### config.mk
export PLATFORM = sky130hd
export DESIGN_NAME = maroc_sc_readback
export DESIGN_NICKNAME = d
export VERILOG_FILES = /design/src/rtl/maroc_sc_pkg.sv /design/src/rtl/sc_bit_watchdog.sv /design/src/rtl/maroc_sc_readback.sv
export SDC_FILE = /design/constraint.sdc
export NUM_CORES = 2
export LEC_CHECK = 0
export ABC_AREA = 1
export CORE_AREA = 8 8 649 651
export CTS_CLUSTER_SIZE = 14
export DETAILED_ROUTE_END_ITERATION = 7
export DIE_AREA = 0 0 657 659
export GPL_TIMING_DRIVEN = 0
export PLACE_DENSITY = 0.31
export SKIP_CTS_REPAIR_TIMING = 1
export SYNTH_ARGS = -nofsm -noshare
export SYNTH_HDL_FRONTEND = slang
export SYNTH_SLANG_ARGS = --single-unit
### constraint.sdc
create_clock -name CK_in -period 76 [get_ports CK_in]
set_input_delay 11.4 -clock CK_in [delete_from_list [all_inputs] [get_ports CK_in]]
set_output_delay 11.4 -clock CK_in [all_outputs]
set_load 0.005 [all_outputs]
### src/rtl/maroc_sc_pkg.sv
// Shared definitions for the MAROC slow-control frame path: frame length,
// field positions inside the frame, and the readback state encoding.
package maroc_sc_pkg;

  localparam int FRAME_LEN = 829;

  // Field positions inside the frame (bit 0 is the first bit on the wire).
  localparam int DAC2_LSB    = 3;
  localparam int DAC2_MSB    = 12;
  localparam int DAC1_LSB    = 13;
  localparam int DAC1_MSB    = 22;
  localparam int MASK_OR_LSB = 27;
  localparam int MASK_OR_MSB = 154;
  localparam int GAIN_LSB    = 189;
  localparam int GAIN_MSB    = 764;
  localparam int CTEST_LSB   = 765;
  localparam int CTEST_MSB   = 828;

  // Readback controller states.
  typedef enum logic [1:0] {
    ST_IDLE    = 2'd0,
    ST_CAPTURE = 2'd1,
    ST_FINISH  = 2'd2,
    ST_ABORT   = 2'd3
  } sc_state_e;

endpackage

### src/rtl/sc_bit_watchdog.sv
// Bit-strobe watchdog: counts cycles since the last strobe and flags expiry
// once TIMEOUT-1 idle cycles have elapsed. Holds at the terminal count.
module sc_bit_watchdog #(
  parameter int TIMEOUT = 1024
) (
  input  logic CK_in,
  input  logic rst,
  input  logic i_clear,
  input  logic i_enable,
  output logic o_expire
);

  localparam int WD_W = (TIMEOUT > 2) ? $clog2(TIMEOUT) : 1;
  localparam logic [WD_W-1:0] TERMINAL = WD_W'(TIMEOUT - 1);

  logic [WD_W-1:0] r_count;

  assign o_expire = (r_count == TERMINAL);

  // Idle-cycle counter: cleared by a strobe, advances while enabled, saturates at terminal.
  always_ff @(posedge CK_in or posedge rst) begin
    if (rst) begin
      r_count <= '0;
    end else if (i_clear) begin
      r_count <= '0;
    end else if (i_enable && !o_expire) begin
      r_count <= r_count + WD_W'(1);
    end
  end

endmodule

### src/rtl/maroc_sc_readback.sv
// Receive side of the MAROC slow-control chain: deserializes Q_SC LSB first,
// compares every bit with the frame that was sent, and reports match status,
// mismatch count and first mismatch index. A watchdog aborts stalled captures.
module maroc_sc_readback
  import maroc_sc_pkg::*;
#(
  parameter int FRAME_LEN = maroc_sc_pkg::FRAME_LEN,
  parameter int CNT_W     = 10,
  parameter int TIMEOUT   = 1024
) (
  input  logic                 CK_in,
  input  logic                 rst,
  input  logic                 start,
  input  logic                 bit_en,
  input  logic                 Q_SC,
  input  logic [FRAME_LEN-1:0] expected,
  output logic [FRAME_LEN-1:0] frame_out,
  output logic                 busy,
  output logic                 done,
  output logic                 match,
  output logic                 timeout,
  output logic [CNT_W-1:0]     err_count,
  output logic [CNT_W-1:0]     first_err_idx
);

  localparam logic [CNT_W-1:0] LAST_IDX = CNT_W'(FRAME_LEN - 1);

  sc_state_e            r_state;
  logic [FRAME_LEN-1:0] r_frame;
  logic [CNT_W-1:0]     r_cnt;
  logic [CNT_W-1:0]     r_err;
  logic [CNT_W-1:0]     r_first;
  logic                 r_busy;
  logic                 r_done;
  logic                 r_match;
  logic                 r_timeout;

  logic                 w_capture;
  logic                 w_take;
  logic                 w_mismatch;
  logic                 w_wd_expire;
  logic [CNT_W-1:0]     w_err_next;

  assign w_capture  = (r_state == ST_CAPTURE);
  assign w_take     = w_capture && bit_en;
  assign w_mismatch = Q_SC ^ expected[r_cnt];

  sc_bit_watchdog #(
    .TIMEOUT (TIMEOUT)
  ) u_watchdog (
    .CK_in    (CK_in),
    .rst      (rst),
    .i_clear  (!w_capture || bit_en),
    .i_enable (w_capture),
    .o_expire (w_wd_expire)
  );

  // Mismatch count including the bit being taken this cycle, saturating at all-ones.
  always_comb begin
    // NOTE: default assignment first so every path drives the signal and no latch is inferred.
    w_err_next = r_err;
    if (w_take && w_mismatch && (r_err != '1)) begin
      w_err_next = r_err + CNT_W'(1);
    end
  end

  // Capture FSM with deserializer, comparator and registered status outputs.
  always_ff @(posedge CK_in or posedge rst) begin
    // NOTE: non-blocking assignments so every register samples pre-edge values, avoiding order-dependent races.
    if (rst) begin
      r_state   <= ST_IDLE;
      r_frame   <= '0;
      r_cnt     <= '0;
      r_err     <= '0;
      r_first   <= '1;
      r_busy    <= 1'b0;
      r_done    <= 1'b0;
      r_match   <= 1'b0;
      r_timeout <= 1'b0;
    end else begin
      r_done <= 1'b0;
      unique case (r_state)
        ST_IDLE: begin
          // A bit_en coincident with start is deliberately not taken.
          if (start) begin
            r_state   <= ST_CAPTURE;
            r_busy    <= 1'b1;
            r_frame   <= '0;
            r_cnt     <= '0;
            r_err     <= '0;
            r_first   <= '1;
            r_match   <= 1'b0;
            r_timeout <= 1'b0;
          end
        end
        ST_CAPTURE: begin
          // A strobe wins over a watchdog expiring in the same cycle.
          if (bit_en) begin
            r_frame <= {Q_SC, r_frame[FRAME_LEN-1:1]};
            r_err   <= w_err_next;
            if (w_mismatch && (r_err == '0)) begin
              r_first <= r_cnt;
            end
            r_cnt <= r_cnt + CNT_W'(1);
            if (r_cnt == LAST_IDX) begin
              r_state <= ST_FINISH;
              r_busy  <= 1'b0;
              r_done  <= 1'b1;
              r_match <= (w_err_next == '0);
            end
          end else if (w_wd_expire) begin
            r_state   <= ST_ABORT;
            r_busy    <= 1'b0;
            r_done    <= 1'b1;
            r_timeout <= 1'b1;
            r_match   <= 1'b0;
          end
        end
        ST_FINISH, ST_ABORT: begin
          r_state <= ST_IDLE;
        end
        default: begin
          r_state <= ST_IDLE;
        end
      endcase
    end
  end

  assign frame_out     = r_frame;
  assign busy          = r_busy;
  assign done          = r_done;
  assign match         = r_match;
  assign timeout       = r_timeout;
  assign err_count     = r_err;
  assign first_err_idx = r_first;

endmodule

==> impl_results.md <==
* Status: finished with violations
* Violated checks: max-capacitance violations, max-slew violations
* CTS buffer count at around 120
* Largest fanout on the critical path at 10
* Clock net sink count at a little under 900
* Largest net degree at the start of global routing at 112
* Clk pin slew, worst setup/hold paths at 60 ps
* Critical path class: input port to flip-flop
* Finished Layout Cells at ~13,000
* Crit. End Element: flip-flop
* Total Nets Final at roughly 8,000
* Worst VDD drop at 0.0240 mV
* GRT met2 Usage at between 30% and 40%
* Final Max Slew Viols at 21
* Area share of the largest cell type after synthesis at 51.3%
* Critical Path Start: bit_en
* Post-DP HPWL at 332 mm
* Die area at 433,000 µm²
* Post-Route WL at 399 mm
* Overall Global Routing Usage at 17.5%
* Crit path DAT at between 15,000 and 20,000 ps
* Flop-to-flop setup slack at 70,230 ps
* P per Cell Area at ~31 nW/µm²
* Required time worst endpoint at around 77,000 ps
* Vias in the first global route at 49,300
* Syn Nets at 6,062
* Mapped cell area at 42,200 µm²
* First-pass GRT wire length at 510 mm
* Reg2reg end: match
* Startpoint types: input port
* Initial antenna violation count at 75
* Hold Violations, Final at 0
* Antenna Nets Post-Route at 0
* RSZ-0062 raised after global routing: no
* R2r startpoint: r_cnt[3]
* CTS tree: yes
* Setup_tns at 0 ps
* Peak Freq at 0.0648 GHz
* Met1 usage at between 10% and 20%
* Most frequent cells in the layout: clkdlybuf4s50_1 (1,686), nand2_1 (928), dfrtp_1 (865), inv_1 (771), nand3_1 (500)
* Critical Path Sink: frame_out[815]
* Syn. warnings at 0
* Syn avg cell area at between 8 and 9 µm²
* Clock root buffer: clkbuf_16
* Top cells by area, synth: dfrtp_1 (51%), nand2_1 (8.3%), o22ai_1 (7.1%)
* Syn Inst Count at 5,223
* Max-cap viol count at 2
* Initial DRC count at 3,614
* First-pass DRT Iterations at 6
* Distinct cells, synth at 42
* Clock Skew at 53.7 ps
* DR DRC count at 0
* Worst Tran Pin Value at approximately 1500 ps
* GRT busiest layer: met2
* Sequential fraction of the synthesis area at 52.0%
* Top cell type by total area after synthesis: dfrtp_1
* Period utilization at 20.3%
* Via density at 3.75
* Area grow syn2layout at 66.4%
* Site row count at 236
* Wire length per cell at about 32 µm
* Starting Density at 10.3%
* Leakage at 28.0 nW
* Total gr overflow at 0
* Placed Cells at between 10,000 and 15,000
* Share of layout cells above drive strength 1 at between 6 and 7%
* Met3 GRT Util at 3.76%
* Worst relative slew slack at -0.727%
* Commonest non-fill, non-tap cell in the layout: clkdlybuf4s50_1
* Clk buf depth at 4
* I/O pin count at 1,687
* Die Y at approximately 660 µm
* Setup violations, final at 0
* Yosys reg bits at between 800 and 900
* Vias at 47,400
* Total Power Consumption at 2.17 mW
* GP Congestion at 0.932
* H-tree Lvls at 3
* Die Wd at about 660 µm
* Depth of the most critical reg-to-reg path at 22
* Hold crit path type: flip-flop to flip-flop
* Core Region at 411,000 µm²
* Crit path time final at 15,420 ps
* Count of input and output buffers at between 1,500 and 2,000
* Worst skew pair latency at 820 ps
* Filler cell count at 46,700
==> worst max-delay path: stages <==
cell	delay, ps
clkdlybuf4s50_1	440
nor2_1	400
inv_2	160
nor2_1	170
inv_1	70
nand2_1	120
nor2_4	110
nor2_2	840
inv_2	530
clkbuf_1	560
buf_2	470
nand3_1	480
o21ai_0	180
==> metal layers <==
layer,vias up,part of all wire (%)
li1,20900,-
met1,23900,34
met2,1984,55
met3,530,6.0
met4,12,5.3
met5,-,0.019
==> registers in the layout, indices dropped and copies added, names as in the netlist <==
register            count
err_count              10
timeout                 1
done                    1
match                   1
busy                    1
u_watchdog.r_count     10
first_err_idx          10
frame_out             829
r_state                 2
r_cnt                  10
==> Yosys cell counts, drive strengths merged <==
| cell type | n |
|---|---|
| buf | 219 |
| dfstp | 10 |
| o21ai | 434 |
| o221ai | 1 |
| dfrtp | 865 |
| clkbuf | 183 |
| and2 | 1 |
| xor2 | 6 |
| a221oi | 1 |
| a31oi | 5 |
| o31ai | 186 |
| o22ai | 481 |
| nor2 | 463 |
| inv | 780 |
| nand4 | 10 |
| a21oi | 57 |
| nand2 | 930 |
| nor4 | 5 |
| or2 | 17 |
| o21a | 1 |
| a22oi | 1 |
| a21boi | 1 |
| a211oi | 1 |
| o211ai | 38 |
| nand3b | 2 |
| nand3 | 501 |
| clkinv | 4 |
| and3 | 4 |
| nor3 | 11 |
| ha | 5 |
==> where the power goes <==
part / total (mW) / internal (mW) / leakage [nW] / switching (mW)
Clock: 0.568 / 0.337 / 1.90 / 0.231
Sequential: 0.511 / 0.491 / 12.2 / 0.0197
Combinational: 1.09 / 0.246 / 13.9 / 0.843
==> worst min-delay path by stage <==
stage | start | end | slack (ps) | cells past startpoint
after detailed placement | timeout | timeout | 470 | 2
after global placement | frame_out[0] | frame_out[0] | 470 | 2
after CTS | timeout | timeout | 480 | 2
after floorplan | timeout | timeout | 470 | 2
after global routing | first_err_idx[1] | first_err_idx[1] | 500 | 2
final | timeout | timeout | 480 | 2
==> kinds of logic after synthesis <==
family	after synthesis	synth area share (%)
simple gates	1944	19.1
flops	875	52.0
fa+ha+maj	5	0.148
compound gates	1207	17.2
buf+inv	1186	11.4
xor+xnor	6	0.125
==> final cells by class <==
cell class                      count  area, µm²  share of cell area [%]
Antenna cell                       24       60.1                  0.0856
Buffer                            402       1890                    2.69
Tap cell                         5474       6850                    9.76
Clock buffer                      168       3380                    4.81
Timing Repair Buffer             1699      17200                    24.5
Multi-Input combinational cell   3162      15500                    22.0
Sequential cell                   875      21900                    31.2
Clock inverter                     37        500                   0.713
Inverter                          784       2950                    4.20
==> through the flow <==
step                      area (µm²)  hold WS (ps)  setup slack, ps  utilization, %
after floorplan                42200           465            40020               -
after global placement         65900           472            25450            16.0
after detailed placement       66200           468            59000            16.1
after CTS                      70100           483            59880            17.1
after global routing           70100           496            59880            17.1
final                          70200           475            60580            17.1
(Power assumes the default switching activity.)
